===== config.mk =====
export PLATFORM = sky130hd
export DESIGN_NAME = alu_seq
export DESIGN_NICKNAME = d
export VERILOG_FILES = /design/src/rtl/alu_pkg.sv /design/src/rtl/alu_iter.sv /design/src/rtl/alu_seq.sv
export SDC_FILE = /design/constraint.sdc
export NUM_CORES = 1
export LEC_CHECK = 0
export CORE_MARGIN = 4
export CORE_UTILIZATION = 50
export CTS_CLUSTER_DIAMETER = 80
export CTS_CLUSTER_SIZE = 16
export DETAILED_ROUTE_END_ITERATION = 10
export GPL_ROUTABILITY_DRIVEN = 0
export PLACE_DENSITY = 0.71
export SYNTH_ARGS = -nofsm -noshare
export SYNTH_HDL_FRONTEND = slang
export SYNTH_SLANG_ARGS = --single-unit
export TNS_END_PERCENT = 1

===== constraint.sdc =====
create_clock -name clk -period 3.25 [get_ports clk]
set_input_delay 0.325 -clock clk [delete_from_list [all_inputs] [get_ports clk]]
set_output_delay 0.325 -clock clk [all_outputs]
set_load 0.005 [all_outputs]

===== src/rtl/alu_pkg.sv =====
// rtl/alu_pkg.sv - opcode and FSM state definitions shared by the alu_seq block
package alu_pkg;

    localparam int OP_W = 4;

    localparam logic [OP_W-1:0] OP_AND  = 4'd0;
    localparam logic [OP_W-1:0] OP_OR   = 4'd1;
    localparam logic [OP_W-1:0] OP_XOR  = 4'd2;
    localparam logic [OP_W-1:0] OP_NOT  = 4'd3;
    localparam logic [OP_W-1:0] OP_CAT  = 4'd4;
    localparam logic [OP_W-1:0] OP_SHR  = 4'd5;
    localparam logic [OP_W-1:0] OP_RAND = 4'd6;
    localparam logic [OP_W-1:0] OP_MAX  = 4'd7;
    localparam logic [OP_W-1:0] OP_SUB  = 4'd8;
    localparam logic [OP_W-1:0] OP_ADD  = 4'd9;
    localparam logic [OP_W-1:0] OP_MUL  = 4'd10;

    typedef enum logic [1:0] {
        ST_IDLE = 2'd0,
        ST_BUSY = 2'd1,
        ST_DONE = 2'd2
    } state_t;

endpackage


===== src/rtl/alu_iter.sv =====
// rtl/alu_iter.sv - multi-cycle datapath: bit-serial right shift and shift-add multiply
module alu_iter #(
    parameter int W = 8
) (
    input  logic         clk,
    input  logic         rst,
    input  logic         start_i,
    input  logic         step_i,
    input  logic         mul_i,
    input  logic [W-1:0] a_i,
    input  logic [W-1:0] b_i,
    output logic         done_o,
    output logic [W-1:0] res_o
);

    localparam int CW = $clog2(W) + 1;
    localparam logic [CW-1:0] W_C = CW'(W);
    localparam logic [W-1:0]  W_V = W'(W);

    logic [W-1:0]  acc_q, acc_d;
    logic [W-1:0]  mcand_q, mcand_d;
    logic [W-1:0]  mplier_q, mplier_d;
    logic [CW-1:0] cnt_q, cnt_d;
    logic          mul_q, mul_d;
    logic [CW-1:0] shr_n;

    // Shift distances beyond W all produce zero, so clamp to W.
    assign shr_n = (b_i > W_V) ? W_C : b_i[CW-1:0];

    // res_o is the accumulator value this step produces; the top samples it on done_o.
    assign res_o  = mul_q ? (acc_q + (mplier_q[0] ? mcand_q : '0)) : (acc_q >> 1);
    assign done_o = step_i && (cnt_q == CW'(1));

    always_comb begin
        acc_d    = acc_q;
        mcand_d  = mcand_q;
        mplier_d = mplier_q;
        cnt_d    = cnt_q;
        mul_d    = mul_q;
        if (start_i) begin
            mul_d    = mul_i;
            cnt_d    = mul_i ? W_C : shr_n;
            acc_d    = mul_i ? '0 : a_i;
            mcand_d  = a_i;
            mplier_d = b_i;
        end else if (step_i) begin
            acc_d    = res_o;
            mcand_d  = mcand_q << 1;
            mplier_d = mplier_q >> 1;
            cnt_d    = cnt_q - CW'(1);
        end
    end

    always_ff @(posedge clk) begin
        if (rst) begin
            acc_q    <= '0;
            mcand_q  <= '0;
            mplier_q <= '0;
            cnt_q    <= '0;
            mul_q    <= 1'b0;
        end else begin
            acc_q    <= acc_d;
            mcand_q  <= mcand_d;
            mplier_q <= mplier_d;
            cnt_q    <= cnt_d;
            mul_q    <= mul_d;
        end
    end

endmodule


===== src/rtl/alu_seq.sv =====
// rtl/alu_seq.sv - handshaked W-bit ALU with registered result and zero/carry/err flags
module alu_seq
    import alu_pkg::*;
#(
    parameter int W = 8
) (
    input  logic            clk,
    input  logic            rst,
    input  logic            in_valid,
    output logic            in_ready,
    input  logic [OP_W-1:0] op,
    input  logic [W-1:0]    a,
    input  logic [W-1:0]    b,
    output logic            out_valid,
    input  logic            out_ready,
    output logic [W-1:0]    result,
    output logic            zero,
    output logic            carry,
    output logic            err
);

    state_t         state_q, state_d;
    logic [W-1:0]   result_q, result_d;
    logic           zero_q, zero_d;
    logic           carry_q, carry_d;
    logic           err_q, err_d;
    logic           out_valid_q, out_valid_d;

    logic           accept;
    logic           iterative;
    logic           iter_start, iter_step, iter_done;
    logic [W-1:0]   iter_res;
    logic [W-1:0]   s_res;
    logic           s_carry, s_err;
    logic [W:0]     sum;

    assign accept    = in_valid && in_ready;
    assign iterative = (op == OP_MUL) || ((op == OP_SHR) && (b != '0));

    always_comb begin
        s_res   = '0;
        s_carry = 1'b0;
        s_err   = 1'b0;
        sum     = {1'b0, a} + {1'b0, b};
        case (op)
            OP_AND:  s_res = a & b;
            OP_OR:   s_res = a | b;
            OP_XOR:  s_res = a ^ b;
            OP_NOT:  s_res = ~a;
            OP_CAT:  s_res = {a[W/2-1:0], b[W/2-1:0]};
            OP_SHR:  s_res = a;
            OP_RAND: s_res = {{(W-1){1'b0}}, &b};
            OP_MAX:  s_res = (a > b) ? a : b;
            OP_SUB: begin
                s_res   = a - b;
                s_carry = (a < b);
            end
            OP_ADD: begin
                s_res   = sum[W-1:0];
                s_carry = sum[W];
            end
            OP_MUL:  s_res = '0;
            default: s_err = 1'b1;
        endcase
    end

    alu_iter #(.W(W)) u_iter (
        .clk     (clk),
        .rst     (rst),
        .start_i (iter_start),
        .step_i  (iter_step),
        .mul_i   (op == OP_MUL),
        .a_i     (a),
        .b_i     (b),
        .done_o  (iter_done),
        .res_o   (iter_res)
    );

    always_ff @(posedge clk) begin
        if (rst) begin
            state_q <= ST_IDLE;
        end else begin
            state_q <= state_d;
        end
    end

    always_comb begin
        state_d = state_q;
        case (state_q)
            ST_IDLE: if (accept) state_d = iterative ? ST_BUSY : ST_DONE;
            ST_BUSY: if (iter_done) state_d = ST_DONE;
            ST_DONE: if (out_valid_q && out_ready) state_d = ST_IDLE;
            default: state_d = ST_IDLE;
        endcase
    end

    // Result and flags only move on the edge that enters DONE.
    always_comb begin
        in_ready    = (state_q == ST_IDLE) && !rst;
        iter_start  = accept && iterative;
        iter_step   = (state_q == ST_BUSY);
        out_valid_d = (state_d == ST_DONE);
        result_d    = result_q;
        zero_d      = zero_q;
        carry_d     = carry_q;
        err_d       = err_q;
        if (accept && !iterative) begin
            result_d = s_res;
            zero_d   = (s_res == '0);
            carry_d  = s_carry;
            err_d    = s_err;
        end else if (iter_done) begin
            result_d = iter_res;
            zero_d   = (iter_res == '0);
            carry_d  = 1'b0;
            err_d    = 1'b0;
        end
    end

    always_ff @(posedge clk) begin
        if (rst) begin
            result_q    <= '0;
            zero_q      <= 1'b0;
            carry_q     <= 1'b0;
            err_q       <= 1'b0;
            out_valid_q <= 1'b0;
        end else begin
            result_q    <= result_d;
            zero_q      <= zero_d;
            carry_q     <= carry_d;
            err_q       <= err_d;
            out_valid_q <= out_valid_d;
        end
    end

    assign out_valid = out_valid_q;
    assign result    = result_q;
    assign zero      = zero_q;
    assign carry     = carry_q;
    assign err       = err_q;

endmodule


==> impl_metrics.tcl, run 1 <==
set metrics [dict create \
    critical-path-top-delay-family "compound AO/OA/AOI/OAI gates" \
    wire_length_of_the_first_global_routing_pass_um 19900 \
    final_nets 638 \
    status "finished, final reports clean" \
    post-synth-top-count-cell "nor2_1" \
    clock_latency_ps 300 \
    rows 31 \
    timing.max_cap.violations 0 \
    yosys_warnings 0 \
    layout.filler_cells 653 \
    crit_type "primary input to flip-flop" \
    worst_slew_margin_rel_pct 37.05 \
    comb_power_share_pct 32.6 \
    synth.area.mux_share_pct 6.070 \
    cts-root-buf "clkbuf_8" \
    initial_core_util_pct 52.02 \
    timing.clock.skew_ps 3.450 \
    cts.htree.levels 2 \
    critical_path.max_stage_delay_ps 560 \
    place.port_buffers 36 \
    cell_internal_pwr_uw 977.1 \
    sequentialPowerShare_pct 38.7 \
    post_route_cells_drive_above_1_share_pct 13.84 \
    synth_compound_gate_area_share_pct 27.10 \
    area_fraction_in_and_or_nand_and_nor_cells_after_synthesis_pct 21.92 \
    switching_share_pct 31.67 \
    grt_pass1_vias 3928 \
    irDropWorstVdd_uv 185.3 \
    area_of_the_mapped_netlist_mm2 0.003814 \
    setup.worst_path.start_class "primary input" \
    dominantRegCellSynth "dfxtp_1" \
    grt_start_max_net_pins 47 \
    postCtsSetupRepairBufs 0 \
    tritoncts_num_sinks 43 \
    worst_setup_path_end_kind "flip-flop" \
    route.final.wire_length_um 12640 \
    power.share.clock_pct 28.8 \
    post_synth.cell_area_avg_um2 7.449 \
    setup_viol_count_final 0 \
    synthDominantCellAreaShare_pct 22.57 \
    overall_die_height_um 95.34 \
    worstPathRequired_ps 3470 \
    fin_tns_setup_ps 0 \
    max_freq_ghz 0.3215 \
    synthDominantAreaCellType "dfxtp_1" \
    clockBufferDepth 2 \
    synth.top_cells.by_count "nor2_1, a21oi_1, dfxtp_1" \
    coreArea_mm2 0.007331 \
    fp.dieW_um 95.34 \
    final.period_utilization_pct 95.71 \
    adder_and_majority_cell_fraction_of_the_synthesized_area_pct 12.40 \
    drc 0 \
    cp_num_buf_inv 3 \
    critPathSlowestCell "or4b_1" \
    timing.critical_path.arrival_ps 3330 \
    first_pass_iters 5 \
    diodes 0 \
    ant_nets 0 \
    main_combinational_cell_family_by_area_after_synthesis "compound AO/OA/AOI/OAI gates" \
    mappedNetlistNets 572 \
    maximum_fanout_along_the_worst_path 5 \
    dr.first_iter.drc_count 398 \
    finalHoldViolations 0 \
    final.min_clock_period_ps 3110 \
    ys_top_cells_by_area "dfxtp_1, ha_1, nor2_1" \
    ys_types 67 \
    grt_overflow 0 \
    vias 4157 \
    worst-slew-pin-transition_ps 940.8 \
    ys_ff_latch 43 \
    routed_via_density 6.140 \
    p_leak_nw 1.899 \
    wl_per_cell_um 18.68 \
    slew_limit_fails 0 \
    boundaryPins 37 \
    async_reset_ff_share_pct 0 \
    post_synthesis_share_of_cell_area_spent_on_xor_and_xnor_gates_pct 3.215 \
    tritoncts_clock_tree "built" \
    yosysSeqAreaShare_pct 22.57 \
    final_core_density_pct 64.31 \
    gr-usage-all-layers_pct 28.34 \
    synthCells 512 \
    p_sw_uw 452.9 \
    initial_antenna_violation_count 0 \
    p_per_area_mw_per_mm2 303.3 \
    layout-area-overhead-vs-synth_pct 23.62 \
    synth-edff-count 0 \
    hold_path_class "flip-flop to flip-flop" \
    cts_buffer_count 5 \
    dp_hpwl_um 9500 \
    path_cells "clkdlybuf4s50_1 > inv_1 > ha_1 > inv_2 > a221o_1 > o21a_1 > nor3_4 > mux2_1 > o211ai_1 > or4b_1 > o32ai_2" \
    clock_slew_seen_by_the_registers_of_the_worst_setup_and_hold_paths_ps 80 \
    die_area_mm2 0.009089 \
]
-- sequential cells by signal, summed over array words and instances (netlist names) --
signal / count
carry: 1
err: 1
out_valid: 1
result: 8
state_q: 2
u_iter.acc_q: 8
u_iter.cnt_q: 4
u_iter.mcand_q: 8
u_iter.mplier_q: 8
u_iter.mul_q: 1
zero: 1
-- worst min-delay path, delay by kind of cell (launching register included) --
| kind | cells | cell delay [ps] |
|---|---|---|
| DFF | 1 | 320 |
| and+or+nand+nor | 1 | 50 |
| AOI/OAI and AO/OA | 1 | 50 |
-- power by group through the flow --
stage | Sequential (mW) | Clock (mW) | Combinational, mW
global route | 0.555 | 0.431 | 0.500
global placement | 0.564 | 0 | 0.442
floorplan | 0.562 | 0 | 0.250
detailed placement | 0.565 | 0 | 0.447
finish | 0.553 | 0.412 | 0.466
CTS | 0.553 | 0.412 | 0.449
-- cell usage in the layout (no fill, tap or decap), types with 6 or more instances in the layout --
cell	n
a22oi_1	22
mux2i_1	13
a211oi_1	8
inv_1	29
nor2_1	64
buf_4	56
nand2_1	42
nor2b_1	6
ha_1	33
clkdlybuf4s50_1	36
o21ai_0	13
o21ai_1	6
a221oi_1	6
nor3_1	16
and2_1	11
nand3_1	13
xor2_1	6
a21oi_1	47
xnor2_1	8
dfxtp_1	43
a31oi_1	13
-- layer usage --
metal	wire, um	GRT usage, %
met5	0	0
met4	434	9.856
met3	1491	7.656
met2	5408	42.45
met1	5309	39.09
-- through the flow --
step | hold slack (ps) | instance area (um2) | power [mW] | worst slack (ps) | instances
after floorplan | 432.4 | 3814 | 0.8123 | 430.6 | 512
after global placement | 438.9 | 4599 | 1.006 | -102.8 | 670
after detailed placement | 446.0 | 4599 | 1.012 | -158.5 | 670
after CTS | 457.8 | 4702 | 1.414 | 141.0 | 677
after global routing | 474.0 | 4715 | 1.486 | -12.04 | 677
final | 457.8 | 4715 | 1.430 | 139.5 | 677
-- path summary, 6_finish.rpt --
kind / from / to / slack, ps / depth (start not counted)
worst min register to register: u_iter.mplier_q[2] / u_iter.mplier_q[2] / 460 / 2
worst max register to register: u_iter.mplier_q[0] / u_iter.acc_q[7] / 500 / 10
worst max-delay path: a[5] / zero / 140 / 11
worst min-delay path: u_iter.mplier_q[2] / u_iter.mplier_q[2] / 460 / 2
-- kinds of logic after synthesis --
kind of cell,Yosys count
buffers and inverters,66
adders and majority gates,36
and+or+nand+nor,178
AOI/OAI and AO/OA,156
xor gates and xnor gates,14
DFF,43
muxes,19
-- timing repair --
item / 4_1_cts / 5_1_grt
hold buffers: 0 / 0
setup endpoints to repair: 0 / 1
resized for setup: 0 / 2
-- final cells by class --
class	count	area, um2	share of cell area [%]
timing repair buffer	92	780.7	16.56
clock buffer	6	72.57	1.539
multi-input combinational	403	2723	57.75
tap	99	123.9	2.627
sequential	43	860.8	18.26
clock inverter	1	30.03	0.6369
inverter	33	123.9	2.627
Power figures use the tool's default switching activity.
==> run 2: changes to the inputs <==
--- a/config.mk
+++ b/config.mk
@@ -10,8 +10,8 @@
 export CTS_CLUSTER_DIAMETER = 80
 export CTS_CLUSTER_SIZE = 16
 export DETAILED_ROUTE_END_ITERATION = 10
-export GPL_ROUTABILITY_DRIVEN = 0
 export PLACE_DENSITY = 0.71
+export SLEW_MARGIN = 10
 export SYNTH_ARGS = -nofsm -noshare
 export SYNTH_HDL_FRONTEND = slang
 export SYNTH_SLANG_ARGS = --single-unit
==> impl_metrics.tcl, run 2 (synthesis results as in run 1) <==
set metrics [dict create \
    coreArea_mm2 0.007331 \
    tritoncts_num_sinks 43 \
    final_nets 650 \
    dp_hpwl_um 10150 \
    critical-path-top-delay-family "compound AO/OA/AOI/OAI gates" \
    clock_latency_ps 300 \
    initial_antenna_violation_count 0 \
    rsz0062_at_grt "false" \
    max_freq_ghz 0.3163 \
    layout.filler_cells 656 \
    crit_type "primary input to flip-flop" \
    finalHoldViolations 0 \
    place.port_buffers 36 \
    irDropWorstVdd_uv 204.1 \
    drc 0 \
    cts_buffer_count 5 \
    route.final.wire_length_um 13100 \
    startpoint "a[5]" \
    most-common-layout-cells "buf_4, nor2_1, a21oi_1" \
    clock_slew_seen_by_the_registers_of_the_worst_setup_and_hold_paths_ps 80 \
    routed_via_density 6.106 \
    worst_slew_margin_rel_pct 35.50 \
    replace_congestion 1.010 \
    critPathSlowestCell "or4b_1" \
    cp_num_buf_inv 2 \
    wire_length_of_the_first_global_routing_pass_um 20640 \
    crit-reg2reg-launch "u_iter.mplier_q[0]" \
    grt_overflow 0 \
    cts_hold_buf 0 \
    worstPathRequired_ps 3470 \
    clockBufferDepth 2 \
    fin_tns_setup_ps 0 \
    tritoncts_clock_tree "built" \
    setup_viol_count_final 0 \
    path_cells "clkdlybuf4s50_1 > inv_1 > ha_1 > nor2_1 > a221o_1 > o21a_1 > nor3_2 > mux2_1 > o211ai_1 > or4b_1 > o32ai_2" \
    slew_limit_fails 0 \
    cts-root-buf "clkbuf_8" \
    final_core_density_pct 65.61 \
    grt_start_max_net_pins 47 \
    boundaryPins 37 \
    timing.max_cap.violations 0 \
    final.min_clock_period_ps 3161 \
    setup.worst_path.start_class "primary input" \
    die_area_mm2 0.009089 \
    post_route_cells_drive_above_1_share_pct 16.07 \
    layout-area-overhead-vs-synth_pct 26.12 \
    dr.first_iter.drc_count 310 \
    vias 4213 \
    rows 31 \
    status "finished, final reports clean" \
    first_pass_iters 5 \
    timing.clock.skew_ps 2.166 \
    overall_die_height_um 95.34 \
    worst-slew-pin-transition_ps 963.9 \
    timing.hold.worst.start "u_iter.mplier_q[2]" \
    final_critical_path_setup_slack_ps 88.92 \
    final_common_cell "buf_4" \
    detailedPlace.worstSlack_ps -167.0 \
    ant_nets 0 \
    diodes 0 \
    gr-usage-all-layers_pct 29.77 \
    initial_core_util_pct 52.02 \
    final.period_utilization_pct 97.26 \
    p_per_area_mw_per_mm2 295.0 \
    wl_per_cell_um 18.98 \
    maximum_fanout_along_the_worst_path 5 \
    grt_pass1_vias 3892 \
    p_leak_nw 1.956 \
    timing.critical_path.arrival_ps 3380 \
    cts.htree.levels 2 \
    hold_path_class "flip-flop to flip-flop" \
    fp.dieW_um 95.34 \
    critical_path.max_stage_delay_ps 560 \
    worst_setup_path_end_kind "flip-flop" \
]
## run 2: changes by cell type in the layout (fill, tap and decap cells not counted), sizes merged
| cell | change |
|---|---|
| buf | +12 |
| clkinvlp | +1 |
| bufinv | -1 |
| clkbuf | +1 |
## run 2: worst min-delay path, cell delays in order, from the launching register on
cell and delay, ps:
dfxtp_1 320, nand2_1 50, a21oi_1 50
## run 2: cell type report
| cell class | count | area, um2 | area share, % |
|---|---|---|---|
| Timing Repair Buffer | 104 | 870.8 | 18.11 |
| Clock inverter | 1 | 7.507 | 0.1561 |
| Clock buffer | 7 | 96.34 | 2.003 |
| Sequential cell | 43 | 860.8 | 17.90 |
| Multi-Input combinational cell | 403 | 2726 | 56.69 |
| Tap cell | 99 | 123.9 | 2.575 |
| Inverter | 33 | 123.9 | 2.575 |
## run 2: through the flow
stage | hold WS [ps] | instance area, um2 | cells | power, mW
6_report | 459.1 | 4810 | 690 | 1.419
5_1_grt | 483.8 | 4810 | 690 | 1.485
4_1_cts | 459.6 | 4793 | 690 | 1.409
3_5_place_dp | 447.3 | 4690 | 682 | 1.033
3_3_place_gp | 438.4 | 4690 | 682 | 1.033
2_1_floorplan | 432.4 | 3814 | 512 | 0.8123
## run 2: repair_timing
action | CTS | global route
hold endpoints to repair | 0 | 0
endpoints found under the setup margin | 0 | 1
setup buffers | 0 | 0
gates resized for setup | 0 | 3
## run 2: worst paths after layout
kind                        endpoint  depth (start not counted)  slack [ps]
setup / recovery                zero                         11          90
setup reg to reg     u_iter.acc_q[7]                         10         370
hold / removal    u_iter.mplier_q[2]                          2         460
hold reg to reg   u_iter.mplier_q[2]                          2         460
## run 2: per-layer routing
metal | GRT usage, % | share of wire, %
met3 | 6.472 | 9.7
met5 | 0 | 0
met2 | 45.07 | 44
met1 | 43.90 | 45
met4 | 4.688 | 0.61
## run 2: power breakdown
part | switching [mW] | internal [mW]
sequential | 0.0124 | 0.541
combinational | 0.260 | 0.223
clock | 0.189 | 0.193
